`config.mk`:
```
export PLATFORM = sky130hd
export DESIGN_NAME = div_seq_restoring_flat
export DESIGN_NICKNAME = d
export VERILOG_FILES = /design/src/rtl/div_seq_restoring_if.sv /design/src/rtl/div_seq_restoring.sv /design/src/flat_wrapper.sv
export SDC_FILE = /design/constraint.sdc
export NUM_CORES = 1
export LEC_CHECK = 0
export CAP_MARGIN = 10
export CELL_PAD_IN_SITES_DETAIL_PLACEMENT = 0
export CELL_PAD_IN_SITES_GLOBAL_PLACEMENT = 1
export CORE_MARGIN = 3
export CORE_UTILIZATION = 42
export CTS_BUF_LIST = sky130_fd_sc_hd__clkbuf_4
export DETAILED_ROUTE_END_ITERATION = 8
export PLACE_DENSITY = 0.91
export RECOVER_POWER = 25
export SLEW_MARGIN = 25
export SYNTH_ARGS = -nofsm -noshare
export SYNTH_HDL_FRONTEND = slang
export SYNTH_SLANG_ARGS = --single-unit
```
`constraint.sdc`:
```
create_clock -name clk -period 2.5 [get_ports clk]
set_input_delay 0.5 -clock clk [delete_from_list [all_inputs] [get_ports clk]]
set_output_delay 0.5 -clock clk [all_outputs]
set_load 0.02 [all_outputs]
```
`src/rtl/div_seq_restoring_if.sv`:
```
// Handshake and operand/result bundle for the sequential restoring divider.
// The requester drives start/A/B; the divider returns status and results.
interface div_seq_restoring_if #(
  parameter int WIDTH = 8
);
  logic             start;
  logic [WIDTH-1:0] A;
  logic [WIDTH-1:0] B;
  logic             busy;
  logic             done;
  logic [WIDTH-1:0] Q;
  logic [WIDTH-1:0] R;
  logic             div_by_zero;

  modport master (
    output start, A, B,
    input  busy, done, Q, R, div_by_zero
  );

  modport slave (
    input  start, A, B,
    output busy, done, Q, R, div_by_zero
  );
endinterface

```
`src/rtl/div_seq_restoring.sv`:
```
// Iterative unsigned restoring divider: one quotient bit per clock, WIDTH-cycle
// latency, start/busy/done handshake. Divide by zero completes in one cycle.
module div_seq_restoring #(
  parameter int WIDTH = 8
) (
  input  logic              clk,
  input  logic              rst,
  div_seq_restoring_if.slave bus
);
  localparam int CW = $clog2(WIDTH + 1);

  typedef enum logic [1:0] {IDLE, RUN, DONE} state_t;

  state_t           state_reg, state_next;
  logic [CW-1:0]    cnt_reg, cnt_next;
  logic [WIDTH-1:0] dvd_reg, dvd_next;
  logic [WIDTH-1:0] dvs_reg, dvs_next;
  logic [WIDTH:0]   p_reg, p_next;
  logic             zero_pend_reg, zero_pend_next;
  logic             busy_reg, busy_next;
  logic             done_reg, done_next;
  logic [WIDTH-1:0] q_reg, q_next;
  logic [WIDTH-1:0] r_reg, r_next;
  logic             dbz_reg, dbz_next;
  logic             accept;

  // Trial subtraction: the extra top bit of diff is the borrow.
  logic [WIDTH:0]   p_sh;
  logic [WIDTH+1:0] diff;
  logic             borrow;
  logic [WIDTH:0]   p_trial;
  logic [WIDTH-1:0] dvd_shift;

  assign p_sh      = {p_reg[WIDTH-1:0], dvd_reg[WIDTH-1]};
  assign diff      = {1'b0, p_sh} - {2'b00, dvs_reg};
  assign borrow    = diff[WIDTH+1];
  assign p_trial   = borrow ? p_sh : diff[WIDTH:0];
  assign dvd_shift = {dvd_reg[WIDTH-2:0], ~borrow};

  always_comb begin
    state_next     = state_reg;
    cnt_next       = cnt_reg;
    dvd_next       = dvd_reg;
    dvs_next       = dvs_reg;
    p_next         = p_reg;
    zero_pend_next = zero_pend_reg;
    done_next      = 1'b0;
    q_next         = q_reg;
    r_next         = r_reg;
    dbz_next       = dbz_reg;
    accept         = 1'b0;

    case (state_reg)
      IDLE: begin
        if (bus.start) accept = 1'b1;
      end
      RUN: begin
        p_next   = p_trial;
        dvd_next = dvd_shift;
        cnt_next = cnt_reg - CW'(1);
        if (cnt_reg == CW'(1)) begin
          state_next = DONE;
          done_next  = 1'b1;
          q_next     = dvd_shift;
          r_next     = p_trial[WIDTH-1:0];
          dbz_next   = 1'b0;
        end
      end
      DONE: begin
        // A zero-divisor request spends one quiet cycle here before reporting.
        if (zero_pend_reg) begin
          zero_pend_next = 1'b0;
          done_next      = 1'b1;
          q_next         = '1;
          r_next         = dvd_reg;
          dbz_next       = 1'b1;
        end else if (bus.start) begin
          accept = 1'b1;
        end else begin
          state_next = IDLE;
        end
      end
      default: state_next = IDLE;
    endcase

    if (accept) begin
      dvd_next = bus.A;
      dvs_next = bus.B;
      p_next   = '0;
      cnt_next = CW'(WIDTH);
      if (bus.B != '0) begin
        state_next = RUN;
      end else begin
        state_next     = DONE;
        zero_pend_next = 1'b1;
      end
    end

    busy_next = (state_next == RUN);
  end

  always_ff @(posedge clk) begin
    if (rst) begin
      state_reg     <= IDLE;
      cnt_reg       <= '0;
      dvd_reg       <= '0;
      dvs_reg       <= '0;
      p_reg         <= '0;
      zero_pend_reg <= 1'b0;
      busy_reg      <= 1'b0;
      done_reg      <= 1'b0;
      q_reg         <= '0;
      r_reg         <= '0;
      dbz_reg       <= 1'b0;
    end else begin
      state_reg     <= state_next;
      cnt_reg       <= cnt_next;
      dvd_reg       <= dvd_next;
      dvs_reg       <= dvs_next;
      p_reg         <= p_next;
      zero_pend_reg <= zero_pend_next;
      busy_reg      <= busy_next;
      done_reg      <= done_next;
      q_reg         <= q_next;
      r_reg         <= r_next;
      dbz_reg       <= dbz_next;
    end
  end

  assign bus.busy        = busy_reg;
  assign bus.done        = done_reg;
  assign bus.Q           = q_reg;
  assign bus.R           = r_reg;
  assign bus.div_by_zero = dbz_reg;
endmodule

```
`src/flat_wrapper.sv`:
```
// flat-port wrapper written by rule: the top's interface ports become plain ports
module div_seq_restoring_flat 
#(
  parameter int WIDTH = 8
)
  (clk, rst, bus_start, bus_A, bus_B, bus_busy, bus_done, bus_Q, bus_R, bus_div_by_zero);
  div_seq_restoring_if #(.WIDTH(WIDTH)) bus_i ();
  input  logic clk;
  input  logic rst;
  input wire logic [$bits(bus_i.start)-1:0] bus_start;
  input wire logic [$bits(bus_i.A)-1:0] bus_A;
  input wire logic [$bits(bus_i.B)-1:0] bus_B;
  output wire logic [$bits(bus_i.busy)-1:0] bus_busy;
  output wire logic [$bits(bus_i.done)-1:0] bus_done;
  output wire logic [$bits(bus_i.Q)-1:0] bus_Q;
  output wire logic [$bits(bus_i.R)-1:0] bus_R;
  output wire logic [$bits(bus_i.div_by_zero)-1:0] bus_div_by_zero;
  assign bus_i.start = bus_start;
  assign bus_i.A = bus_A;
  assign bus_i.B = bus_B;
  assign bus_busy = bus_i.busy;
  assign bus_done = bus_i.done;
  assign bus_Q = bus_i.Q;
  assign bus_R = bus_i.R;
  assign bus_div_by_zero = bus_i.div_by_zero;
  div_seq_restoring #(.WIDTH(WIDTH)) u_core (.clk(clk), .rst(rst), .bus(bus_i));
endmodule
```
# Word-level counts from Yosys, hierarchy flattened
# Cells that the tools add are included.
[word_totals]
ff_bits = 50
in_bits = 19
out_inout_bits = 19
word_cells = 56
[op_classes]
n_addsub = 2
n_eq_ne = 6
mux = 29
bitwise_logic = 1
n_reduce_logical = 6
[op_table]
columns = ["cell", "n"]
rows = [
  ["8-bit two-way mux", 7],
  ["8-bit one-hot mux with 2 select lines", 2],
  ["2-bit two-way mux", 5],
  ["9-bit by 8-bit subtractor with 10-bit output", 1],
  ["1-bit two-way mux", 9],
  ["4-bit two-way mux", 2],
  ["8-bit nonzero test", 1],
  ["1-bit one-hot mux with 2 select lines", 3],
  ["2-bit one-hot mux with 3 select lines", 1],
  ["2-bit by 1-bit equality test with 1-bit output (second input constant)", 2],
  ["4-bit by 1-bit equality test with 1-bit output (second input constant)", 1],
  ["2-bit by 1-bit != test with 1-bit output (second input constant)", 2],
  ["2-bit nonzero test", 2],
  ["4-bit by 1-bit subtractor with 4-bit output (second input constant)", 1],
  ["3-bit AND reduction", 1],
  ["2-bit equality test (second input constant)", 1],
  ["2-bit zero test", 1],
  ["2-bit OR reduction", 1],
  ["1-bit inverter", 1],
]

# Logic depth before layout (Yosys ltp)
# Gate-level depths: netlist of run 1.
[depth]
word_depth = 5
mapped_depth = 9
mapped_depth_nobuf = 9

# Worst setup path after synthesis of run 1
# OpenSTA, ideal clock, no wires.
[synth_path]
path_type = "register to register"
start = "register u_core.dvs_reg[6]"
end = "register u_core.r_reg[7], in the netlist u_core.bus.R[7]"
setup_time_ps = 140
arrival_ps = 1675
t_required_ps = 2360
slack_ps = 685
path_stages_with_launch = 9
n_path_buf = 1
synth_period_minus_slack_ps = 1815
path_cell_list = "dfxtp_1 > inv_1 > ha_1 > nand4_2 > a2111oi_4 > nor2_2 > buf_6 > a32oi_1 > a21oi_1"
[synth_via]
elab_chain_len = 4
[synth_rtl]
columns = ["item", "line", "rtl"]
rows = [
  ["from (decl)", "div_seq_restoring.sv:17", "logic [WIDTH-1:0] dvs_reg, dvs_next;"],
  ["from (signal assigned)", "div_seq_restoring.sv:119", "dvs_reg <= dvs_next;"],
  ["9-bit by 8-bit subtractor with 10-bit output", "div_seq_restoring.sv:35", "assign diff = {1'b0, p_sh} - {2'b00, dvs_reg};"],
  ["8-bit two-way mux", "div_seq_restoring.sv:37", "assign p_trial = borrow ? p_sh : diff[WIDTH:0];"],
  ["8-bit two-way mux", "div_seq_restoring.sv:61", "if (cnt_reg == CW'(1)) begin"],
  ["8-bit one-hot mux with 2 select lines", "div_seq_restoring.sv:53", "case (state_reg)"],
  ["to (signal assigned)", "div_seq_restoring.sv:125", "r_reg <= r_next;"],
  ["to (decl)", "div_seq_restoring.sv:23", "logic [WIDTH-1:0] r_reg, r_next;"],
]
# Every way passes these cells. The select of a mux whose other input is x is not followed.
# A chain may end at the register's enable or synchronous reset.

# Worst setup path in the final report of run 1
[layout_path]
start = "register u_core.cnt_reg[0]"
end = "register u_core.r_reg[2], in the netlist u_core.bus.R[2]"
[layout_via]
elab_chain_len = 3
[layout_rtl]
columns = ["item", "line", "rtl"]
rows = [
  ["from (decl)", "div_seq_restoring.sv:15", "logic [CW-1:0] cnt_reg, cnt_next;"],
  ["from (signal assigned)", "div_seq_restoring.sv:117", "cnt_reg <= cnt_next;"],
  ["4-bit by 1-bit equality test with 1-bit output", "div_seq_restoring.sv:61", ""],
  ["2-bit by 1-bit != test with 1-bit output (no source line)", "-", ""],
  ["3-bit AND reduction (no source line)", "-", ""],
]
# Every way passes these cells.

==> results of run 1 <==
==> worst max path at each step <==
stage | slack (ns) | start | depth (start not counted) | to
after floorplan | 0.69 | u_core.dvs_reg[6]$_SDFFE_PP0N_ | 8 | u_core.bus.R[7]$_SDFFE_PP0P_
after global placement | 0.35 | bus_start | 5 | u_core.bus.busy$_SDFF_PP0_
after detailed placement | 0.32 | u_core.state_reg[1]$_SDFF_PP0_ | 6 | u_core.bus.busy$_SDFF_PP0_
after CTS | 0.26 | u_core.state_reg[1]$_SDFF_PP0_ | 6 | u_core.bus.busy$_SDFF_PP0_
after global routing | 0.13 | u_core.cnt_reg[0]$_SDFFE_PP0P_ | 6 | u_core.bus.R[2]$_SDFFE_PP0P_
final | 0.28 | u_core.cnt_reg[0]$_SDFFE_PP0P_ | 6 | u_core.bus.R[2]$_SDFFE_PP0P_
==> cell type report <==
cell class	count	area, µm²
Fill cell	524	2620
Clock inverter	2	37.5
Tap cell	72	90.1
Timing Repair Buffer	45	430
Multi-Input combinational cell	202	1360
Inverter	17	63.8
Sequential cell	50	1000
Clock buffer	6	45.0
==> repair_timing <==
| action | CTS | global route |
|---|---|---|
| setup buffers | 0 | 0 |
| endpoints found under the hold margin | 0 | 0 |
| gates resized for setup | 0 | 1 |
| setup endpoints to repair | 0 | 1 |
==> power breakdown <==
group / switching [mW] / internal, mW / total (mW)
logic: 0.330 / 0.274 / 0.604
registers: 0.0537 / 0.866 / 0.920
clock network: 0.254 / 0.222 / 0.476
==> worst reg2reg max path, stage by stage (launching register included) <==
cell and delay, ns:
dfxtp_1 0.43, ha_1 0.18, or3b_1 0.40, a21boi_0 0.39, nand3_1 0.37, o221ai_1 0.28
a21oi_1 0.07
==> kinds of logic after synthesis <==
logic type	count (synthesis)	share of synthesized area [%]
xor gates and xnor gates	5	1.75
and+or+nand+nor	77	15.0
adders and majority gates	15	7.78
buffers and inverters	30	6.03
AOI/OAI and AO/OA	92	24.2
muxes	13	5.38
DFF	50	39.9
==> metal layers <==
layer | up-vias | share of wire [%]
met3 | 6 | 5.2
met1 | 1064 | 46
li1 | 1097 | -
met4 | 0 | 0.98
met2 | 50 | 48
met5 | - | 0
==> synthesized netlist by cell type (2+ instances only) <==
master / n
dlymetal6s2s_1: 2
nor2_1: 25
xor2_1: 3
nand3_1: 4
mux2i_1: 12
and2b_2: 2
o21ai_1: 3
nand2b_1: 2
o221ai_1: 9
a31oi_1: 4
buf_6: 2
ha_1: 14
o22ai_1: 7
a211oi_1: 13
o21ai_0: 15
and3_1: 3
clkbuf_1: 6
nor2b_1: 2
a21oi_1: 27
nand2_1: 24
nor2_2: 2
nor3b_1: 2
inv_1: 17
nor4_1: 3
o21a_1: 2
xnor2_1: 2
dfxtp_1: 50
a21o_1: 3
buf_2: 2
==> results.ini, run 1 <==
[setup_path]
path_max_fanout=8
r2r_start=u_core.cnt_reg[0]$_SDFFE_PP0P_
crit_arrival_ns=2.48
worst-endpoint-required_ns=2.76
cp-start-kind=register
endpoint_kind=register
critical_path_buf_inv_count=0
critPathSlowestCell=dfxtp_1
cp_top_family=simple AND/OR/NAND/NOR gates
worstPathCellList=ha_1 -> or3b_1 -> a21boi_0 -> nand3_1 -> o221ai_1 -> a21oi_1
r2r_setup_slack_ns=0.28
reg2reg_depth=6
critical_path_class=register to register
reg2reg_to=u_core.bus.R[2]$_SDFFE_PP0P_
slowest_delay_ns=0.43

[sta]
relSlewSlack_pct=59.9
finalCritPeriodShare_pct=88.8
slew_viol_final=0
setup_ws_ns=0.280
max_freq_mhz=450
skew_ns=0.0110
setup_viol_count_final=0
worstMarginPinSlew_ns=0.601
finalSetupTns_ns=0
finalHoldViolCount=0
finalCriticalPeriod_ns=2.22
whs_ns=0.464
rsz0062_at_grt=no

[drt]
drtAntennaViolNets=0
dr.pass1.iters=4
drc=0
drtIter0Drc=109
wire_per_inst_um=15.3
vias=2217
drt-vias-per-instance=5.63
drt-total-wl_mm=6.03

[synth]
synth-edff-count=0
netlist_instances=282
ys_ff_latch=50
ys_seq_area_share_pct=39.9
async_reset_ff_share_pct=0
synth_top_area_cell=dfxtp_1
yosys_warnings=0
synthDistinctLibCells=49
synth_area_um2=2510
synth_area_leaders=dfxtp_1 40%, ha_1 7.0%, a21oi_1 5.4%, mux2i_1 4.8%, a211oi_1 3.9%
synth_top_cell_area_share_pct=39.9
syn_area_per_cell_um2=8.90
synth-main-ff-cell=dfxtp_1
synth_nets=316

[floorplanning]
placementRows=27
die_w_um=83.3
num_io_pins=38
die_area_um2=6940
core_area_um2=5640
start_util_pct=44.5
die_y_um=83.3

[placement]
dp_hpwl_mm=4.48
port_buffers=37
placedCellCount=386
routabilityCongestion=0.835
dpl_worst_slack_ns=0.317
postPlaceCellArea_um2=2940

[layout]
layout.cells.non_filler=394
postLayoutCellArea_um2=3030
area_growth_syn_to_layout_pct=20.6
drive_above_1_share_pct=8.70
final_util_pct=53.6
layout_commonest_cell=dfxtp_1
nets=355
antenna_cells=0
layout_common_cells=50 x dfxtp_1, 29 x clkdlybuf4s50_1, 27 x a21oi_1

[run]
drv_cap=0

[min_path]
hold_end=u_core.dvs_reg[2]$_SDFFE_PP0N_
holdCritPathClass=register to register
hold_depth=2
hp-start=u_core.dvs_reg[2]$_SDFFE_PP0N_

[global_routing]
grt-ovfl-total=0
grt_util_met1_pct=23.4
met3_usage_pct=4.17
grt.busiest_layer=met2
grtUsageMet2_pct=30.2
grt_max_degree=30
grt_usage_pct=18.1
grt_pass1_vias=2128
antenna_found_initial=0
grt_pass1_wl_mm=10.3

[clocking]
cts_made_buffers=5
worstSkewPairLatency_ns=0.37
clockBufferDepth=2
cts_sinks=50
cts_tree=built
clkTransAtPathRegs_ns=0.15
h-tree-depth=2
cts_root_buf=clkbuf_4
hold_buffers=0

[power_and_ir_drop]
power.leakage_nw=1.18
p_per_area_nw_per_um2=661
power_mw=2.00
vdd_drop_max_v=0.000367

[status]
outcome=finished, final reports clean

(Power assumes the default switching activity.)
==> inputs of run 2 (changes only) <==
--- a/config.mk
+++ b/config.mk
@@ -11,9 +11,11 @@
 export CORE_MARGIN = 3
 export CORE_UTILIZATION = 42
 export CTS_BUF_LIST = sky130_fd_sc_hd__clkbuf_4
+export CTS_CLUSTER_SIZE = 40
 export DETAILED_ROUTE_END_ITERATION = 8
-export PLACE_DENSITY = 0.91
+export PLACE_DENSITY_LB_ADDON = 0.1
 export RECOVER_POWER = 25
+export REMOVE_ABC_BUFFERS = 1
 export SLEW_MARGIN = 25
 export SYNTH_ARGS = -nofsm -noshare
 export SYNTH_HDL_FRONTEND = slang
==> run 2 against run 1 <==
Cell area is 0.17% higher; critical path depth is 1 higher; worst hold slack hardly changed; die area stayed put; count of clock-buffer cells in the layout is 1 lower; fmax is 3.7% higher; combinational power hardly changed; critical path type unchanged.
==> results.ini, run 2 (synthesis gave the netlist of run 1 again) <==
[status]
outcome=finished, final reports clean

[floorplanning]
placementRows=27  ; unchanged
die_y_um=83.3  ; unchanged
die_w_um=83.3  ; unchanged
die_area_um2=6940  ; unchanged
num_io_pins=38  ; unchanged
start_util_pct=44.5  ; unchanged
core_area_um2=5640  ; unchanged

[power_and_ir_drop]
vdd_drop_max_v=0.000332  ; -9.6%
power_frac_comb_pct=30.2  ; about the same
p_int_mw=1.36  ; -0.21%
seqPwrFrac_pct=45.8  ; -0.2 points
swShare_pct=32.0  ; +0.14 points
netSwitchingPower_mw=0.640  ; +0.44%
p_per_area_nw_per_um2=660  ; -0.17%
clkPwrFrac_pct=24.0  ; +0.2 points
power_mw=2.00  ; about the same
power.leakage_nw=1.18  ; +0.34%

[clocking]
clockBufferDepth=2  ; unchanged
hold_buffers=0  ; unchanged
post_cts_resized=0  ; unchanged
clkTransAtPathRegs_ns=0.15  ; about the same
cts_tree=built
post_cts_buffers=0  ; unchanged
cts_made_buffers=5  ; unchanged
h-tree-depth=2  ; unchanged
worstSkewPairLatency_ns=0.37  ; about the same
cts_root_buf=clkbuf_4
cts_sinks=50  ; unchanged

[layout]
nets=356  ; +0.28%
layout_commonest_cell=dfxtp_1
drive_above_1_share_pct=8.67  ; -0.027 points
antenna_cells=0  ; unchanged
area_growth_syn_to_layout_pct=20.8
fillers=548  ; +4.6%
layout_common_cells=50 x dfxtp_1, 30 x clkdlybuf4s50_1, 27 x a21oi_1

[sta]
finalHoldViolCount=0  ; unchanged
skew_ns=0.0121  ; +0.00110 ns
slew_viol_final=0  ; unchanged
worstMarginPinSlew_ns=0.657  ; +0.0566 ns
relSlewSlack_pct=56.0  ; -3.9 points
rsz0062_at_grt=no
finalCritPeriodShare_pct=85.6  ; -3.1 points
setup_viol_count_final=0  ; unchanged
finalSetupTns_ns=0  ; unchanged
max_freq_mhz=467  ; +3.7%
finalCriticalPeriod_ns=2.14  ; -0.0787 ns

[drt]
dr.pass1.iters=4  ; unchanged
wire_per_inst_um=14.6  ; -4.4%
drtAntennaViolNets=0  ; unchanged
vias=2118  ; -4.5%
drt-total-wl_mm=5.78  ; -4.1%
drtIter0Drc=97  ; -11%
drt-vias-per-instance=5.36  ; -4.7%
drc=0  ; unchanged

[placement]
dp_hpwl_mm=4.37  ; -2.5%
routabilityCongestion=0.836  ; about the same
port_buffers=37  ; unchanged

[min_path]
holdCritPathClass=register to register

[global_routing]
grt_pass1_vias=2106  ; -1.0%
grt_pass1_wl_mm=10.2  ; -1.5%
antenna_found_initial=0  ; unchanged
grt_max_degree=30  ; unchanged
grt_usage_pct=17.5  ; -0.61 points
grt-ovfl-total=0  ; unchanged

[setup_path]
path_max_fanout=8  ; unchanged
worst-endpoint-required_ns=2.81  ; +0.05 ns
cp-start-kind=register
critical_path_class=register to register
crit_arrival_ns=2.45  ; -0.03 ns
endpoint_kind=register

[run]
drv_cap=0  ; unchanged

-- run 2: cell types whose count changed in the layout (fill, tap and decap cells not counted) --
cell / change
a21boi_0: -1
a21boi_1: +1
buf_4: +1
clkbuf_4: -1
clkdlybuf4s50_1: +1
clkinv_2: +1
clkinvlp_4: -1
dlygate4sd3_1: -1
inv_6: +1
o21a_1: +1
o21a_2: -1
-- run 2: through the flow --
step	cell area [µm²]	utilization [%]	cells	setup slack [ns]	hold slack, ns
2_1_floorplan	2420	-	269	0.166	0.430
3_3_place_gp	2950	52.3	387	0.383	0.443
3_5_place_dp	2950	52.3	387	0.373	0.448
4_1_cts	3030	53.7	395	0.354	0.467
5_1_grt	3030	53.7	395	0.177	0.478
6_report	3030	53.7	395	0.359	0.464
-- run 2: layer usage --
| metal | GRT usage [%] | vias up | share of wire [%] |
|---|---|---|---|
| li1 | - | 1107 | - |
| met1 | 24.3 | 982 | 49 |
| met2 | 28.0 | 24 | 47 |
| met3 | 3.17 | 5 | 2.7 |
| met4 | 4.16 | 0 | 0.73 |
| met5 | 0 | - | 0 |
-- run 2: worst paths after layout --
path,startpoint,slack (ns),endpoint,depth (start not counted)
worst max-delay path,u_core.dvs_reg[6]$_SDFFE_PP0N_,0.36,u_core.bus.R[0]$_SDFFE_PP0P_,7
worst min-delay path,u_core.dvs_reg[5]$_SDFFE_PP0N_,0.46,u_core.dvs_reg[5]$_SDFFE_PP0N_,2
worst max register to register,u_core.dvs_reg[6]$_SDFFE_PP0N_,0.36,u_core.bus.R[0]$_SDFFE_PP0P_,7
worst min register to register,u_core.dvs_reg[5]$_SDFFE_PP0N_,0.46,u_core.dvs_reg[5]$_SDFFE_PP0N_,2
-- run 2: worst max-delay path, cell delays in order, from the launching register on --
cell	delay [ns]
dfxtp_1	0.35
inv_1	0.04
ha_1	0.37
a21oi_1	0.27
o221ai_1	0.17
nor2_2	0.40
mux2_4	0.35
a21oi_1	0.14
-- run 2: layout make-up --
| class | instances | area (µm²) | area share [%] |
|---|---|---|---|
| repair buffers | 46 | 438 | 14.4 |
| well taps | 72 | 90.1 | 2.97 |
| multi-input cells | 202 | 1360 | 44.8 |
| flip-flops and latches | 50 | 1000 | 33.0 |
| inverters | 17 | 63.8 | 2.10 |
| clock inverters | 3 | 43.8 | 1.44 |
| clock buffers | 5 | 37.5 | 1.24 |
-- run 2: power by group through the flow --
stage               sequential [mW]  clock, mW  combinational, mW
floorplan                     0.961          0              0.362
global placement              0.936          0              0.604
detailed placement            0.936          0              0.608
CTS                           0.918      0.500              0.610
global route                  0.929      0.535              0.669
finish                        0.916      0.480              0.603
==> inputs of run 3 (changes only) <==
--- a/config.mk
+++ b/config.mk
@@ -15,7 +15,6 @@
 export DETAILED_ROUTE_END_ITERATION = 8
 export PLACE_DENSITY_LB_ADDON = 0.1
 export RECOVER_POWER = 25
-export REMOVE_ABC_BUFFERS = 1
 export SLEW_MARGIN = 25
 export SYNTH_ARGS = -nofsm -noshare
 export SYNTH_HDL_FRONTEND = slang
==> run 3 against run 2 <==
Worst hold slack improved by 0.0054 ns; register-to-register slack lost 0.06 ns; count of clock-buffer cells in the layout grew 1; worst setup slack got worse by 0.055 ns; sequential share of layout area rose by 0.34 points; clock power decreased by 25%; sequential cell count stayed put; clock skew fell by 0.0073 ns; via count rose by 3.2%; critical path depth is 1 lower; die area unchanged; utilization is 0.55 points lower.
==> results.ini, run 3 (synthesis gave the netlist of run 1 again) <==
[status]
outcome=finished, final reports clean

[drt]
dr.pass1.iters=4  ; unchanged
wire_per_inst_um=16.0  ; +9.4%
drt-total-wl_mm=6.31  ; +9.2%
drt-vias-per-instance=5.55  ; +3.5%
drtAntennaViolNets=0  ; unchanged
drc=0  ; unchanged
dr.max_layer_used=met4
wl_met3_um=255  ; +66%
wl_met2_mm=2.78  ; +2.1%
routedLengthMet1_mm=3.20  ; +12%
drtIter0Drc=106  ; +9.3%
vias=2186  ; +3.2%

[run]
drv_cap=0  ; unchanged

[sta]
finalHoldViolCount=0  ; unchanged
slew_viol_final=0  ; unchanged
max_freq_mhz=455  ; -2.5%
finalSetupTns_ns=0  ; unchanged
finalCritPeriodShare_pct=87.9  ; +2.2 points
setup_viol_count_final=0  ; unchanged
rsz0062_at_grt=no
finalCriticalPeriod_ns=2.20  ; +0.0553 ns
relSlewSlack_pct=61.1  ; +5.1 points
skew_ns=0.00483  ; -0.00729 ns
worstMarginPinSlew_ns=0.583  ; -0.0745 ns

[clocking]
clockBufferDepth=2  ; unchanged
hold_buffers=0  ; unchanged
post_cts_resized=0  ; unchanged
cts_sinks=50  ; unchanged
cts_made_buffers=5  ; unchanged
cts_root_buf=clkbuf_4
h-tree-depth=2  ; unchanged
post_cts_buffers=0  ; unchanged
cts_tree=built
clkTransAtPathRegs_ns=0.14  ; about the same
worstSkewPairLatency_ns=0.36  ; about the same

[layout]
layout_common_cells=50 x dfxtp_1, 27 x a21oi_1, 25 x nor2_1
area_growth_syn_to_layout_pct=19.5
antenna_cells=0  ; unchanged
layout_commonest_cell=dfxtp_1
layout.cells.non_filler=394  ; -0.25%
nets=355  ; -0.28%
postLayoutCellArea_um2=3000  ; -1.0%
drive_above_1_share_pct=8.39  ; -0.28 points
fillers=533  ; -2.7%

[setup_path]
critical_path_class=register to register
path_max_fanout=8  ; unchanged
cp-start-kind=register
worst-endpoint-required_ns=2.75  ; -0.06 ns
critPathSlowestCell=dfxtp_1
worstPathCellList=ha_1 -> or3b_1 -> a21boi_0 -> nand3_1 -> o221ai_1 -> a31oi_1
crit_arrival_ns=2.44  ; about the same
endpoint_kind=register
cp_top_family=simple AND/OR/NAND/NOR gates
critical_path_buf_inv_count=0  ; -1
slowest_delay_ns=0.42  ; +0.02 ns

[placement]
dp_hpwl_mm=4.69  ; +7.3%
routabilityCongestion=0.853  ; +2.0%
postPlaceCellArea_um2=2950  ; -0.13%
port_buffers=37  ; unchanged
placedCellCount=386  ; -0.26%

[power_and_ir_drop]
vdd_drop_max_v=0.000367  ; +10%
power.leakage_nw=1.18  ; +0.28%
p_per_area_nw_per_um2=630  ; -4.5%

[floorplanning]
start_util_pct=44.5  ; unchanged
die_w_um=83.3  ; unchanged
core_area_um2=5640  ; unchanged
placementRows=27  ; unchanged
die_y_um=83.3  ; unchanged
die_area_um2=6940  ; unchanged
num_io_pins=38  ; unchanged

[global_routing]
grt_max_degree=25  ; -17%
antenna_found_initial=0  ; unchanged
grt_pass1_wl_mm=10.3  ; +1.5%
grt_pass1_vias=2047  ; -2.8%
grt-ovfl-total=0  ; unchanged
grt_usage_pct=18.3  ; +0.82 points

[min_path]
holdCritPathClass=register to register

run 3: worst paths after layout:
| check | startpoint | end | slack, ns | cells after the start |
|---|---|---|---|---|
| worst max-delay path | u_core.cnt_reg[0]$_SDFFE_PP0P_ | u_core.bus.R[5]$_SDFFE_PP0P_ | 0.30 | 6 |
| worst min-delay path | u_core.dvs_reg[0]$_SDFFE_PP0N_ | u_core.dvs_reg[0]$_SDFFE_PP0N_ | 0.47 | 2 |
| worst max register to register | u_core.cnt_reg[0]$_SDFFE_PP0P_ | u_core.bus.R[5]$_SDFFE_PP0P_ | 0.30 | 6 |
| worst min register to register | u_core.dvs_reg[0]$_SDFFE_PP0N_ | u_core.dvs_reg[0]$_SDFFE_PP0N_ | 0.47 | 2 |
run 3: power breakdown:
part	switching, mW	total [mW]	internal (mW)
sequential	0.0519	0.918	0.866
clock	0.245	0.362	0.117
combinational	0.339	0.610	0.271
total	0.636	1.89	1.25
run 3: metal layers:
layer  vias to the layer above  GRT usage [%]
li1                       1104              -
met1                      1027           26.3
met2                        47           28.1
met3                         8           3.27
met4                         0           4.90
met5                         -              0
run 3: tightest hold or removal path: cells and delay by family, from the launching register on:
| kind | cells | cell delay, ns |
|---|---|---|
| DFF | 1 | 0.34 |
| and+or+nand+nor | 1 | 0.05 |
| AOI/OAI and AO/OA | 1 | 0.05 |
run 3: cell type report:
type | count | area, µm² | share of cell area, %
flip-flops and latches | 50 | 1000 | 33.4
inverters | 17 | 63.8 | 2.13
clock buffers | 6 | 45.0 | 1.50
multi-input cells | 202 | 1360 | 45.4
clock inverters | 2 | 8.76 | 0.292
repair buffers | 45 | 430 | 14.3
well taps | 72 | 90.1 | 3.00
run 3: per-stage QoR:
step	setup WS, ns	hold WS (ns)	util [%]	power (mW)
3_3_place_gp	0.436	0.451	52.2	1.55
6_report	0.304	0.470	53.2	1.89
2_1_floorplan	0.685	0.436	-	1.35
4_1_cts	0.377	0.473	53.2	1.93
3_5_place_dp	0.370	0.454	52.2	1.56
5_1_grt	0.114	0.498	53.2	2.01
